[src/rtl/histogram_denetleyici_pkg.sv]
// Shared constants and state encoding for the histogram frame sequencer.
package histogram_denetleyici_pkg;

  typedef enum logic [2:0] {
    StBosta   = 3'd0,
    StTemizle = 3'd1,
    StHrst    = 3'd2,
    StTopla   = 3'd3,
    StBosalt  = 3'd4,
    StTara    = 3'd5,
    StBitti   = 3'd6
  } durum_e;

  localparam logic HIGH = 1'b1;
  localparam logic LOW  = 1'b0;

  localparam int unsigned PIXEL_BIT_VARSAYILAN    = 8;
  localparam int unsigned SAYAC_BIT_VARSAYILAN    = 17;
  localparam int unsigned PIXEL_SAYISI_VARSAYILAN = 76800;

endpackage

[src/rtl/histogram_denetleyici_tara_birimi.sv]
// CDF scan: sequential reads of all bins, saturating running sum, in-place write-back.
module histogram_denetleyici_tara_birimi
  import histogram_denetleyici_pkg::*;
#(
  parameter int unsigned PIXEL_BIT = PIXEL_BIT_VARSAYILAN,
  parameter int unsigned SAYAC_BIT = SAYAC_BIT_VARSAYILAN
) (
  input  logic                 clk_i,
  input  logic                 rst_i,
  input  logic                 i_baslat,
  input  logic [SAYAC_BIT-1:0] i_ram_veri,
  output logic                 o_ram_rd_en,
  output logic [PIXEL_BIT-1:0] o_ram_addr_r,
  output logic                 o_ram_wr_en,
  output logic [PIXEL_BIT-1:0] o_ram_addr_w,
  output logic [SAYAC_BIT-1:0] o_ram_data,
  output logic                 o_cdf_gecerli,
  output logic [PIXEL_BIT-1:0] o_cdf_adres,
  output logic [SAYAC_BIT-1:0] o_cdf_deger,
  output logic                 o_bitti
);

  logic                 r_okuma_aktif;
  logic [PIXEL_BIT-1:0] r_okuma_adres;
  logic                 r_veri_gecerli;
  logic [PIXEL_BIT-1:0] r_veri_adres;
  logic                 r_cdf_gecerli;
  logic [PIXEL_BIT-1:0] r_cdf_adres;
  logic [SAYAC_BIT-1:0] r_toplam;

  logic [SAYAC_BIT:0]   w_toplam_genis;
  logic [SAYAC_BIT-1:0] w_toplam_doyumlu;

  assign w_toplam_genis   = {1'b0, r_toplam} + {1'b0, i_ram_veri};
  assign w_toplam_doyumlu = w_toplam_genis[SAYAC_BIT] ? '1 : w_toplam_genis[SAYAC_BIT-1:0];

  // Read at cycle n, RAM data at n+1, registered CDF at n+2.
  always_ff @(posedge clk_i or posedge rst_i) begin
    if (rst_i) begin
      r_okuma_aktif  <= LOW;
      r_okuma_adres  <= '0;
      r_veri_gecerli <= LOW;
      r_veri_adres   <= '0;
      r_cdf_gecerli  <= LOW;
      r_cdf_adres    <= '0;
      r_toplam       <= '0;
    end else begin
      r_veri_gecerli <= r_okuma_aktif;
      r_veri_adres   <= r_okuma_adres;
      r_cdf_gecerli  <= r_veri_gecerli;
      if (i_baslat) begin
        r_okuma_aktif <= HIGH;
        r_okuma_adres <= '0;
        r_toplam      <= '0;
      end else if (r_okuma_aktif) begin
        r_okuma_adres <= r_okuma_adres + 1'b1;
        if (r_okuma_adres == '1) begin
          r_okuma_aktif <= LOW;
        end
      end
      if (r_veri_gecerli) begin
        r_toplam    <= w_toplam_doyumlu;
        r_cdf_adres <= r_veri_adres;
      end
    end
  end

  assign o_ram_rd_en   = ~r_okuma_aktif;
  assign o_ram_addr_r  = r_okuma_adres;
  assign o_ram_wr_en   = ~r_cdf_gecerli;
  assign o_ram_addr_w  = r_cdf_adres;
  assign o_ram_data    = r_toplam;
  assign o_cdf_gecerli = r_cdf_gecerli;
  assign o_cdf_adres   = r_cdf_adres;
  assign o_cdf_deger   = r_toplam;
  assign o_bitti       = r_cdf_gecerli && (r_cdf_adres == '1);

endmodule

[src/rtl/histogram_denetleyici.sv]
// Frame sequencer and histogram RAM port owner: clear, accumulate, flush, CDF scan.
module histogram_denetleyici
  import histogram_denetleyici_pkg::*;
#(
  parameter int unsigned PIXEL_BIT    = PIXEL_BIT_VARSAYILAN,
  parameter int unsigned SAYAC_BIT    = SAYAC_BIT_VARSAYILAN,
  parameter int unsigned PIXEL_SAYISI = PIXEL_SAYISI_VARSAYILAN
) (
  input  logic                 clk_i,
  input  logic                 rst_i,
  input  logic                 baslat_i,
  input  logic                 pixel_gecerli_i,
  output logic                 hist_etkin_o,
  output logic                 hist_rstn_o,
  input  logic                 hist_hazir_i,
  input  logic [SAYAC_BIT-1:0] hist_cdf_min_i,
  input  logic                 hist_wr_en_i,
  input  logic                 hist_rd_en_i,
  input  logic [PIXEL_BIT-1:0] hist_addr_w_i,
  input  logic [PIXEL_BIT-1:0] hist_addr_r_i,
  input  logic [SAYAC_BIT-1:0] hist_data_in_i,
  output logic [SAYAC_BIT-1:0] hist_data_out_o,
  output logic                 ram_wr_en_o,
  output logic                 ram_rd_en_o,
  output logic [PIXEL_BIT-1:0] ram_addr_w_o,
  output logic [PIXEL_BIT-1:0] ram_addr_r_o,
  output logic [SAYAC_BIT-1:0] ram_data_o,
  input  logic [SAYAC_BIT-1:0] ram_data_i,
  output logic                 cdf_gecerli_o,
  output logic [PIXEL_BIT-1:0] cdf_adres_o,
  output logic [SAYAC_BIT-1:0] cdf_deger_o,
  output logic [SAYAC_BIT-1:0] cdf_min_o,
  output logic                 mesgul_o,
  output logic                 bitti_o
);

  localparam int unsigned PS_BIT = $clog2(PIXEL_SAYISI + 1);

  durum_e               r_durum;
  logic [PIXEL_BIT-1:0] r_temiz_adres;
  logic [PS_BIT-1:0]    r_piksel_sayac;
  logic [SAYAC_BIT-1:0] r_cdf_min;
  logic                 r_bitti;

  logic                 w_piksel_kabul;
  logic                 w_tara_baslat;
  logic                 w_tara_bitti;
  logic                 w_tara_rd_en;
  logic                 w_tara_wr_en;
  logic [PIXEL_BIT-1:0] w_tara_addr_r;
  logic [PIXEL_BIT-1:0] w_tara_addr_w;
  logic [SAYAC_BIT-1:0] w_tara_data;

  assign w_piksel_kabul = (r_durum == StTopla) && pixel_gecerli_i;
  assign w_tara_baslat  = (r_durum == StBosalt) && hist_hazir_i;

  assign hist_etkin_o = w_piksel_kabul;
  // Histogram unit is held in reset by the global reset as well as by the HRST state.
  assign hist_rstn_o  = !rst_i && (r_durum != StHrst);
  assign mesgul_o     = (r_durum != StBosta);
  assign bitti_o      = r_bitti;
  assign cdf_min_o    = r_cdf_min;

  always_ff @(posedge clk_i or posedge rst_i) begin
    if (rst_i) begin
      r_durum        <= StBosta;
      r_temiz_adres  <= '0;
      r_piksel_sayac <= '0;
      r_cdf_min      <= '0;
      r_bitti        <= LOW;
    end else begin
      r_bitti <= LOW;
      case (r_durum)
        StBosta: begin
          if (baslat_i) begin
            r_durum       <= StTemizle;
            r_temiz_adres <= '0;
          end
        end
        StTemizle: begin
          r_temiz_adres <= r_temiz_adres + 1'b1;
          if (r_temiz_adres == '1) begin
            r_durum <= StHrst;
          end
        end
        StHrst: begin
          r_piksel_sayac <= '0;
          r_durum        <= StTopla;
        end
        StTopla: begin
          if (w_piksel_kabul) begin
            r_piksel_sayac <= r_piksel_sayac + 1'b1;
            if (r_piksel_sayac == PS_BIT'(PIXEL_SAYISI - 1)) begin
              r_durum <= StBosalt;
            end
          end
        end
        StBosalt: begin
          if (hist_hazir_i) begin
            r_cdf_min <= hist_cdf_min_i;
            r_durum   <= StTara;
          end
        end
        StTara: begin
          if (w_tara_bitti) begin
            r_bitti <= HIGH;
            r_durum <= StBitti;
          end
        end
        StBitti: begin
          r_durum <= StBosta;
        end
        default: begin
          r_durum <= StBosta;
        end
      endcase
    end
  end

  // RAM port ownership: each state selects exactly one driver; idle means both enables high.
  always_comb begin
    ram_wr_en_o     = HIGH;
    ram_rd_en_o     = HIGH;
    ram_addr_w_o    = '0;
    ram_addr_r_o    = '0;
    ram_data_o      = '0;
    hist_data_out_o = '0;
    case (r_durum)
      StTemizle: begin
        ram_wr_en_o  = LOW;
        ram_addr_w_o = r_temiz_adres;
      end
      StTopla, StBosalt: begin
        ram_wr_en_o     = hist_wr_en_i;
        ram_rd_en_o     = hist_rd_en_i;
        ram_addr_w_o    = hist_addr_w_i;
        ram_addr_r_o    = hist_addr_r_i;
        ram_data_o      = hist_data_in_i;
        hist_data_out_o = ram_data_i;
      end
      StTara: begin
        ram_wr_en_o  = w_tara_wr_en;
        ram_rd_en_o  = w_tara_rd_en;
        ram_addr_w_o = w_tara_addr_w;
        ram_addr_r_o = w_tara_addr_r;
        ram_data_o   = w_tara_data;
      end
      default: begin
      end
    endcase
  end

  histogram_denetleyici_tara_birimi #(
    .PIXEL_BIT (PIXEL_BIT),
    .SAYAC_BIT (SAYAC_BIT)
  ) u_tara (
    .clk_i         (clk_i),
    .rst_i         (rst_i),
    .i_baslat      (w_tara_baslat),
    .i_ram_veri    (ram_data_i),
    .o_ram_rd_en   (w_tara_rd_en),
    .o_ram_addr_r  (w_tara_addr_r),
    .o_ram_wr_en   (w_tara_wr_en),
    .o_ram_addr_w  (w_tara_addr_w),
    .o_ram_data    (w_tara_data),
    .o_cdf_gecerli (cdf_gecerli_o),
    .o_cdf_adres   (cdf_adres_o),
    .o_cdf_deger   (cdf_deger_o),
    .o_bitti       (w_tara_bitti)
  );

endmodule

[config.mk]
export PLATFORM = sky130hd
export DESIGN_NAME = histogram_denetleyici
export DESIGN_NICKNAME = d
export VERILOG_FILES = /design/src/rtl/histogram_denetleyici_pkg.sv /design/src/rtl/histogram_denetleyici_tara_birimi.sv /design/src/rtl/histogram_denetleyici.sv
export SDC_FILE = /design/constraint.sdc
export NUM_CORES = 1
export LEC_CHECK = 0
export ABC_AREA = 0
export BUFFER_PORTS_ARGS = -buffer_cell sky130_fd_sc_hd__buf_2
export CORE_MARGIN = 2
export CORE_UTILIZATION = 51
export CTS_BUF_LIST = sky130_fd_sc_hd__clkbuf_4 sky130_fd_sc_hd__clkbuf_8 sky130_fd_sc_hd__clkbuf_16
export CTS_CLUSTER_DIAMETER = 80
export CTS_CLUSTER_SIZE = 40
export DETAILED_ROUTE_END_ITERATION = 8
export GPL_ROUTABILITY_DRIVEN = 0
export PLACE_DENSITY = 0.81
export SLEW_MARGIN = 10
export SYNTH_ARGS = -nofsm -noshare
export SYNTH_HDL_FRONTEND = slang
export SYNTH_SLANG_ARGS = --single-unit
export TNS_END_PERCENT = 1
[constraint.sdc]
create_clock -name clk_i -period 3.69 [get_ports clk_i]
set_input_delay 0.738 -clock clk_i [delete_from_list [all_inputs] [get_ports clk_i]]
set_output_delay 0.738 -clock clk_i [all_outputs]
set_load 0.03 [all_outputs]
==> results of run 1 <==
[registers in the layout (all words and copies together) (netlist names)]
name and count:
u_tara.o_cdf_deger 17, r_piksel_sayac 17, u_tara.o_ram_addr_r 8, u_tara.r_veri_adres 8, cdf_min_o 17, u_tara.o_cdf_adres 8, u_tara.r_veri_gecerli 1, u_tara.r_okuma_aktif 1
r_temiz_adres 8, u_tara.o_cdf_gecerli 1, bitti_o 1, r_durum 3
[cells in the mapped netlist (2+ instances only)]
cell type	count
o22ai_1	3
o21a_1	2
xnor2_1	9
nand3b_1	2
and2_1	19
a22o_1	26
inv_1	7
o211ai_1	2
buf_2	11
nand2b_1	3
o21ai_0	30
or3_1	2
nand4_1	10
mux2_2	9
a21oi_2	9
nor2_1	44
a21oi_1	43
dfrtp_1	90
a31oi_1	11
ha_1	20
xor2_1	27
nor3_1	2
nand2_1	101
and3_1	9
mux2i_1	11
nand3_1	11
a21o_1	6
nor4bb_1	2
and4_1	2
a21oi_4	2
o21bai_1	4
clkbuf_1	15
nor2b_1	6
[power by group through the flow]
| stage | Combinational, mW | Sequential, mW | Clock (mW) |
|---|---|---|---|
| after floorplan | 2.12 | 1.96 | 0 |
| after global placement | 3.17 | 1.69 | 0 |
| after detailed placement | 3.25 | 1.71 | 0 |
| after CTS | 3.26 | 1.70 | 0.765 |
| after global routing | 3.52 | 1.75 | 0.811 |
| final | 3.25 | 1.70 | 0.754 |
[layer usage]
layer	up-vias	share of wire	wire length (µm)	GRT usage
li1	2333	-	-	-
met1	2304	0.44	5869	0.3265
met2	178	0.48	6452	0.4014
met3	24	0.063	846	0.03834
met4	0	0.015	198	0.08762
met5	-	0	0	0
[critical path, stage by stage, from the launching register on]
cell and delay (ps):
dfrtp_1 640, buf_4 320, nor2b_1 190, inv_1 100
nor2_2 90, buf_4 300, a22o_1 230, buf_2 210
[path summary, 6_finish.rpt]
path,depth (start not counted),end,startpoint,slack [ps]
max,7,ram_addr_r_o[1],r_durum[0],520
min,0,u_tara.r_veri_adres[7],u_tara.o_ram_addr_r[7],460
max reg2reg,8,u_tara.o_cdf_deger[16],u_tara.o_cdf_deger[0],1140
min reg2reg,0,u_tara.r_veri_adres[7],u_tara.o_ram_addr_r[7],460
max in group asynchronous,3,u_tara.o_cdf_adres[3],rst_i,2460
min in group asynchronous,2,r_piksel_sayac[4],rst_i,520
[layout make-up]
type / count / area, µm²
Fill cell: 846 / 3433
Multi-Input combinational cell: 444 / 2830
Sequential cell: 90 / 2252
Timing Repair Buffer: 179 / 925.9
Tap cell: 133 / 166.4
Clock buffer: 9 / 123.9
Clock inverter: 7 / 101.3
Inverter: 8 / 31.28
[cells in the final DEF, fill, tap and decap left out, types with 19 or more instances in the layout]
| cell | Yosys | final |
|---|---|---|
| a22o_1 | 26 | 26 |
| o21ai_0 | 30 | 30 |
| a21oi_1 | 43 | 43 |
| xor2_1 | 27 | 27 |
| buf_2 | 11 | 172 |
| dfrtp_1 | 90 | 90 |
| nor2_1 | 44 | 43 |
| ha_1 | 20 | 20 |
| nand2_1 | 101 | 101 |
| and2_1 | 19 | 19 |
[logic make-up (layout without fill, tap and decap cells)]
family	after synthesis	count (layout)	share of synthesized area
and+or+nand+nor	214	214	0.1863
AOI/OAI and AO/OA	153	153	0.2018
DFF	90	90	0.4304
xor gates and xnor gates	36	36	0.06026
buffers and inverters	35	203	0.02917
adders and majority gates	21	21	0.05165
muxes	20	20	0.04041
==> flow_metrics.py, run 1 <==
metrics = {
    "status": {
        "status": "finished, final reports clean",
    },
    "cts": {
        "cts.root.buffer_cell": "clkbuf_8",
        "clock-sinks": 90,
        "clk_latency_ps": 360,
        "clockBufferDepth": 2,
        "cts_hold_buf": 0,
        "clk_pin_slew_worst_paths_ps": 90,
        "tritoncts": "yes",
        "ctsHtreeMaxLevel": 3,
        "cts_buffers": 9,
        "cts.repair.resized": 0,
        "post_cts_buffers": 0,
    },
    "drt": {
        "vias": 4839,
        "ant_nets": 0,
        "drtIter0Drc": 267,
        "dr.pass1.iters": 4,
        "wl_per_cell_um": 15.36,
        "viasPerCell": 5.562,
        "route.detailed.drc": 0,
        "routed_wl_um": 13370,
    },
    "grt": {
        "grt_usage": 0.2437,
        "grt_pass1_vias": 4662,
        "grt_overflow": 0,
        "antenna_found_initial": 0,
        "grt_max_degree": 49,
        "grt_pass1_wl_um": 21870,
    },
    "sta": {
        "period_share": 0.8578,
        "skew_ps": 10.07,
        "fin_hold_ws_ps": 462.0,
        "final.setup.worst_slack_ps": 524.7,
        "worst_pin_slew_ps": 1004,
        "finalSetupTns_ps": 0,
        "setup_viol": 0,
        "finalHoldViolCount": 0,
        "fmax_ghz": 0.3159,
        "slew_headroom": 0.3290,
        "rsz0062_at_grt": "no",
        "slew_viol_final": 0,
        "final.min_clock_period_ps": 3165,
    },
    "placed_design": {
        "placement.io_buffers": 172,
        "place_area_um2": 6206,
        "place_ws_ps": 761.8,
        "place_inst": 854,
        "dpl.hpwl_um": 9980,
    },
    "yosys": {
        "syn-num-nets": 664,
        "synth_warnings": 0,
        "ys_seq_area_frac": 0.4304,
        "ys_types": 52,
        "syn_avg_cell_area_um2": 9.196,
        "synth.cell_area_um2": 5233,
        "yosysTopAreaCell": "dfrtp_1",
        "synthCells": 569,
        "synth_edf_count": 0,
        "async_reset_ff_frac": 1.000,
        "synth_top_flop_cell": "dfrtp_1",
        "synth_seq_cells": 90,
        "synth_top_area_frac": 0.4304,
        "synth_area_leaders": "dfrtp_1, nand2_1, ha_1, xor2_1, a22o_1",
    },
    "final_layout": {
        "fin_nets": 827,
        "utilization": 0.6520,
        "stdcell_count": 870,
        "drive_gt1_frac": 0.3039,
        "antenna_cells": 0,
        "syn2layout_area_growth_pct": 22.91,
        "stdcell_area_um2": 6431,
    },
    "pwr": {
        "combPwrFrac": 0.570,
        "clockPowerShare": 0.132,
        "p_seq_frac": 0.298,
        "switching_power_mw": 2.898,
        "peakVddDrop_mv": 0.5110,
        "power_mw": 5.711,
        "p_sw_frac": 0.5075,
        "power_density_nw_per_um2": 888.0,
        "p_leak_nw": 3.232,
        "p_int_mw": 2.812,
    },
    "critical_path": {
        "cp.required_ps": 2950,
        "cp_max_fo": 25,
        "cp-end-kind": "output port",
        "arrival_ps": 2430,
        "crit_path_start_kind": "flop",
        "worstSetupPathType": "flop to output port",
    },
    "die": {
        "rows": 36,
        "dieArea_um2": 11090,
        "start_util": 0.5304,
        "core_area_um2": 9864,
        "io_pins": 173,
        "die_y_um": 105.3,
        "dieWidth_um": 105.3,
    },
    "min_path": {
        "hold_path.class": "flop to flop",
    },
    "flow_run": {
        "cap_violations": 0,
    },
}
(Power assumes the default switching activity.)
==> run 2, diff against run 1 <==
--- a/config.mk
+++ b/config.mk
@@ -7,14 +7,16 @@
 export LEC_CHECK = 0
 export ABC_AREA = 0
 export BUFFER_PORTS_ARGS = -buffer_cell sky130_fd_sc_hd__buf_2
+export CELL_PAD_IN_SITES_DETAIL_PLACEMENT = 1
+export CELL_PAD_IN_SITES_GLOBAL_PLACEMENT = 2
 export CORE_MARGIN = 2
-export CORE_UTILIZATION = 51
+export CORE_UTILIZATION = 30
 export CTS_BUF_LIST = sky130_fd_sc_hd__clkbuf_4 sky130_fd_sc_hd__clkbuf_8 sky130_fd_sc_hd__clkbuf_16
 export CTS_CLUSTER_DIAMETER = 80
 export CTS_CLUSTER_SIZE = 40
 export DETAILED_ROUTE_END_ITERATION = 8
 export GPL_ROUTABILITY_DRIVEN = 0
-export PLACE_DENSITY = 0.81
+export PLACE_DENSITY_LB_ADDON = 0.1
 export SLEW_MARGIN = 10
 export SYNTH_ARGS = -nofsm -noshare
 export SYNTH_HDL_FRONTEND = slang
==> flow_metrics.py, run 2 (synthesized netlist as in run 1, its figures left out) <==
metrics = {
    "die": {
        "die_y_um": 136.1,
        "io_pins": 173,
        "start_util": 0.3046,
        "dieArea_um2": 18510,
        "dieWidth_um": 136.1,
        "rows": 48,
        "core_area_um2": 17180,
    },
    "drt": {
        "vias": 4862,
        "ant_nets": 0,
        "wl_per_cell_um": 16.76,
        "routed_wl_um": 16170,
        "route.detailed.drc": 0,
        "drtIter0Drc": 104,
        "viasPerCell": 5.038,
        "dr.pass1.iters": 4,
    },
    "cts": {
        "clk_pin_slew_worst_paths_ps": 70,
        "clock-sinks": 90,
        "ctsHtreeMaxLevel": 3,
        "tritoncts": "yes",
        "cts.root.buffer_cell": "clkbuf_16",
        "cts_hold_buf": 0,
        "clk_latency_ps": 350,
        "post_cts_buffers": 0,
        "cts_buffers": 9,
        "clockBufferDepth": 2,
        "cts.repair.resized": 0,
    },
    "critical_path": {
        "cp.required_ps": 2950,
        "crit_path_start_kind": "flop",
        "r2r_start": "u_tara.o_cdf_deger[0]",
        "r2r-end": "u_tara.o_cdf_deger[16]",
        "cp-end-kind": "output port",
        "worstSetupPathType": "flop to output port",
        "worst_r2r_path_depth": 8,
        "crit_top_cell": "nand2_1",
        "path_cells": "nor2b_1, nand2_1, nand2_1, buf_4, a22o_1, buf_2",
        "arrival_ps": 2320,
        "cp_slowest_stage_delay_ps": 520,
        "cp_max_fo": 42,
        "cp_slowest_cell": "dfrtp_1",
        "rrSetupSlack_ps": 1050,
    },
    "pwr": {
        "p_leak_nw": 3.295,
        "power_density_nw_per_um2": 907.2,
        "combPwrFrac": 0.547,
        "p_sw_frac": 0.4967,
        "clockPowerShare": 0.172,
        "p_seq_frac": 0.282,
        "p_int_mw": 3.049,
        "peakVddDrop_mv": 0.3943,
        "switching_power_mw": 3.010,
    },
    "final_layout": {
        "drive_gt1_frac": 0.3068,
        "antenna_cells": 0,
        "multi_input_area_um2": 2830,
        "fin_nets": 830,
        "stdcell_area_um2": 6679,
        "layout_commonest_cell": "buf_2",
        "layout_common_cells": "buf_2, nand2_1, dfrtp_1",
        "nFillCells": 2100,
        "regArea_um2": 2252,
        "syn2layout_area_growth_pct": 27.64,
    },
    "sta": {
        "finalSetupTns_ps": 0,
        "slew_viol_final": 0,
        "final.min_clock_period_ps": 3056,
        "slew_headroom": 0.3688,
        "fmax_ghz": 0.3272,
        "setup_viol": 0,
        "period_share": 0.8281,
        "worst_pin_slew_ps": 946.8,
        "rsz0062_at_grt": "no",
        "skew_ps": 9.629,
        "finalHoldViolCount": 0,
    },
    "grt": {
        "grt_pass1_vias": 5126,
        "grt_pass1_wl_um": 26050,
        "grt_overflow": 0,
        "antenna_found_initial": 0,
        "grt_usage": 0.1788,
        "grt_max_degree": 54,
    },
    "flow_run": {
        "cap_violations": 0,
    },
    "placed_design": {
        "placement.io_buffers": 172,
        "dpl.hpwl_um": 12110,
        "place_area_um2": 6344,
    },
    "min_path": {
        "hold_path.class": "input port to async pin",
    },
    "status": {
        "status": "finished, final reports clean",
    },
}
[run 2: changes by cell type in the layout (fill, tap and decap cells not counted)]
cell	change
clkinv_2	-1
clkbuf_8	-8
clkbuf_16	+9
buf_4	+3
[run 2: worst max-delay path: cells and delay by family, from the launching register on]
family | cells | cell delay (ps)
AO/OA/AOI/OAI | 1 | 200
buffers and inverters | 2 | 540
flip-flops | 1 | 520
AND/OR/NAND/NOR | 3 | 660
[run 2: layout make-up]
type / instances / area share
multi-input combinational: 444 / 0.4238
clock buffer: 10 / 0.03578
clock inverter: 6 / 0.01442
sequential: 90 / 0.3372
inverter: 8 / 0.004683
timing repair buffer: 182 / 0.1420
tap: 225 / 0.04215
[run 2: metal layers]
| metal | GRT usage | share of wire | vias to the layer above | routed length (µm) |
|---|---|---|---|---|
| li1 | - | - | 2337 | - |
| met1 | 0.2291 | 0.46 | 2384 | 7455 |
| met2 | 0.3023 | 0.48 | 125 | 7691 |
| met3 | 0.02759 | 0.042 | 16 | 681 |
| met4 | 0.06944 | 0.021 | 0 | 345 |
| met5 | 0 | 0 | - | 0 |
[run 2: how the worst max path moves through the flow]
stage                              from                endpoint  cells after the start
after global routing         r_durum[2]           ram_data_o[1]                      6
after CTS                    r_durum[2]         ram_addr_r_o[3]                      6
after floorplan                   rst_i                 bitti_o                      1
after global placement    ram_data_i[0]  u_tara.o_cdf_deger[16]                      9
final                        r_durum[2]           ram_data_o[1]                      6
after detailed placement  ram_data_i[0]  u_tara.o_cdf_deger[16]                      9
[run 2: power groups by stage]
stage	Clock, mW	Combinational, mW	Sequential, mW
2_1_floorplan	0	2.12	1.96
3_3_place_gp	0	3.28	1.72
3_5_place_dp	0	3.35	1.73
4_1_cts	1.07	3.36	1.72
5_1_grt	1.10	3.60	1.77
6_report	1.04	3.31	1.71
[run 2: through the flow]
| stage | std cells | hold slack, ps | util | worst slack [ps] | total power, mW |
|---|---|---|---|---|---|
| finish | 965 | 470.1 | 0.3888 | 634.2 | 6.059 |
| global route | 965 | 491.6 | 0.3888 | 454.7 | 6.466 |
| CTS | 965 | 475.1 | 0.3888 | 616.4 | 6.156 |
| detailed placement | 949 | 457.6 | 0.3693 | 633.9 | 5.081 |
| global placement | 949 | 453.7 | 0.3693 | 656.2 | 4.995 |
| floorplan | 569 | 351.9 | - | 616.7 | 4.076 |
==> run 3, diff against run 2 <==
--- a/config.mk
+++ b/config.mk
@@ -10,7 +10,7 @@
 export CELL_PAD_IN_SITES_DETAIL_PLACEMENT = 1
 export CELL_PAD_IN_SITES_GLOBAL_PLACEMENT = 2
 export CORE_MARGIN = 2
-export CORE_UTILIZATION = 30
+export CORE_UTILIZATION = 27
 export CTS_BUF_LIST = sky130_fd_sc_hd__clkbuf_4 sky130_fd_sc_hd__clkbuf_8 sky130_fd_sc_hd__clkbuf_16
 export CTS_CLUSTER_DIAMETER = 80
 export CTS_CLUSTER_SIZE = 40
==> constraint.sdc (replaced) <==
create_clock -name clk_i -period 2.6 [get_ports clk_i]
set_input_delay 0.52 -clock clk_i [delete_from_list [all_inputs] [get_ports clk_i]]
set_output_delay 0.52 -clock clk_i [all_outputs]
set_load 0.03 [all_outputs]
==> flow_metrics.py, run 3 (synthesized netlist as in run 1, its figures left out) <==
metrics = {
    "critical_path": {
        "crit_family": "buffers and inverters",
        "path_cells": "nor2b_1, inv_1, nor2_2, buf_4, a22o_1, buf_2",
        "arrival_ps": 1890,
        "worst_r2r_path_depth": 9,
        "cp_slowest_cell": "dfrtp_1",
        "crit_path_start_kind": "flop",
        "cp_slowest_stage_delay_ps": 460,
        "cp.required_ps": 2080,
        "cp_max_fo": 25,
        "startpoint": "r_durum[0]",
        "worstSetupPathType": "flop to output port",
        "rrSetupSlack_ps": 230,
        "cp-end-kind": "output port",
        "r2r-end": "u_tara.o_cdf_deger[16]",
        "cp_num_buf_inv": 3,
        "r2r_start": "u_tara.o_cdf_deger[0]",
    },
    "cts": {
        "clk_latency_ps": 340,
        "cts.root.buffer_cell": "clkbuf_16",
        "cts_buffers": 9,
        "clk_pin_slew_worst_paths_ps": 70,
        "cts_hold_buf": 0,
        "clock-sinks": 90,
        "tritoncts": "yes",
        "clockBufferDepth": 2,
        "ctsHtreeMaxLevel": 3,
    },
    "pwr": {
        "peakVddDrop_mv": 0.4480,
        "p_leak_nw": 3.341,
        "power_density_nw_per_um2": 1270,
        "power_mw": 8.637,
    },
    "sta": {
        "fin_hold_ws_ps": 229.8,
        "slew_headroom": 0.4917,
        "setup_viol": 0,
        "worst_pin_slew_ps": 758.9,
        "finalHoldViolCount": 0,
        "skew_ps": 5.422,
        "final.min_clock_period_ps": 2413,
        "rsz0062_at_grt": "no",
        "finalSetupTns_ps": 0,
        "fmax_ghz": 0.4144,
        "period_share": 0.9281,
        "slew_viol_final": 0,
    },
    "die": {
        "start_util": 0.2779,
        "dieWidth_um": 143.2,
        "rows": 50,
        "die_y_um": 143.2,
        "dieArea_um2": 20510,
        "io_pins": 173,
        "core_area_um2": 18830,
    },
    "drt": {
        "routed_wl_um": 16600,
        "vias": 4876,
        "drtIter0Drc": 136,
        "dr.pass1.iters": 4,
        "ant_nets": 0,
        "route.detailed.drc": 0,
        "wl_per_cell_um": 16.42,
        "viasPerCell": 4.823,
    },
    "status": {
        "status": "finished, final reports clean",
    },
    "grt": {
        "grt_overflow": 0,
        "grt_usage": 0.1651,
        "grt_max_degree": 69,
        "grt_pass1_wl_um": 26830,
        "antenna_found_initial": 0,
        "grt_pass1_vias": 5100,
    },
    "final_layout": {
        "fin_nets": 841,
        "layout_common_cells": "buf_2, nand2_1, dfrtp_1",
        "layout_commonest_cell": "buf_2",
        "drive_gt1_frac": 0.3209,
        "syn2layout_area_growth_pct": 29.96,
        "antenna_cells": 0,
        "nFillCells": 2248,
    },
    "min_path": {
        "hold_path.class": "input port to async pin",
    },
    "placed_design": {
        "placement.io_buffers": 172,
        "dpl.hpwl_um": 12500,
    },
    "flow_run": {
        "cap_violations": 0,
    },
}
-- run 3: cell type report --
class / instances / area (µm²) / area share
flip-flops and latches: 90 / 2253 / 0.3314
clock buffers: 11 / 246.5 / 0.03625
multi-input cells: 444 / 2838 / 0.4173
repair buffers: 193 / 1044 / 0.1534
clock inverters: 5 / 60.06 / 0.008832
well taps: 260 / 325.3 / 0.04784
inverters: 8 / 33.78 / 0.004968
-- run 3: through the flow --
stage	util	cells	cell area (µm²)	setup slack (ps)
2_1_floorplan	-	569	5236	240.3
3_3_place_gp	0.3444	995	6485	-23.10
3_5_place_dp	0.3444	995	6485	-97.46
4_1_cts	0.3607	1011	6792	32.49
5_1_grt	0.3611	1011	6800	17.96
6_report	0.3611	1011	6800	186.9
-- run 3: worst max path at each step --
stage	slack, ps	end	depth (start not counted)
after floorplan	240	u_tara.o_cdf_deger[16]	8
after global placement	-20	u_tara.o_cdf_deger[16]	10
after detailed placement	-100	u_tara.o_cdf_deger[16]	10
after CTS	30	ram_data_o[8]	6
after global routing	20	ram_addr_r_o[7]	6
final	190	ram_addr_r_o[5]	6
-- run 3: power by group --
part	switching [mW]	leakage, nW	internal [mW]
sequential	0.534	1.10	1.87
clock	0.572	0.150	0.788
combinational	3.18	2.10	1.69
-- run 3: repair_timing --
action	CTS	global route
endpoints found under the hold margin	0	0
resized for setup	0	3
buffers inserted	0	0
endpoints found under the setup margin	0	52
-- run 3: layer usage --
metal  GRT usage  share of wire
met5           0              0
met4     0.03148         0.0070
met3     0.03622          0.043
met2      0.2732           0.48
met1      0.2236           0.47
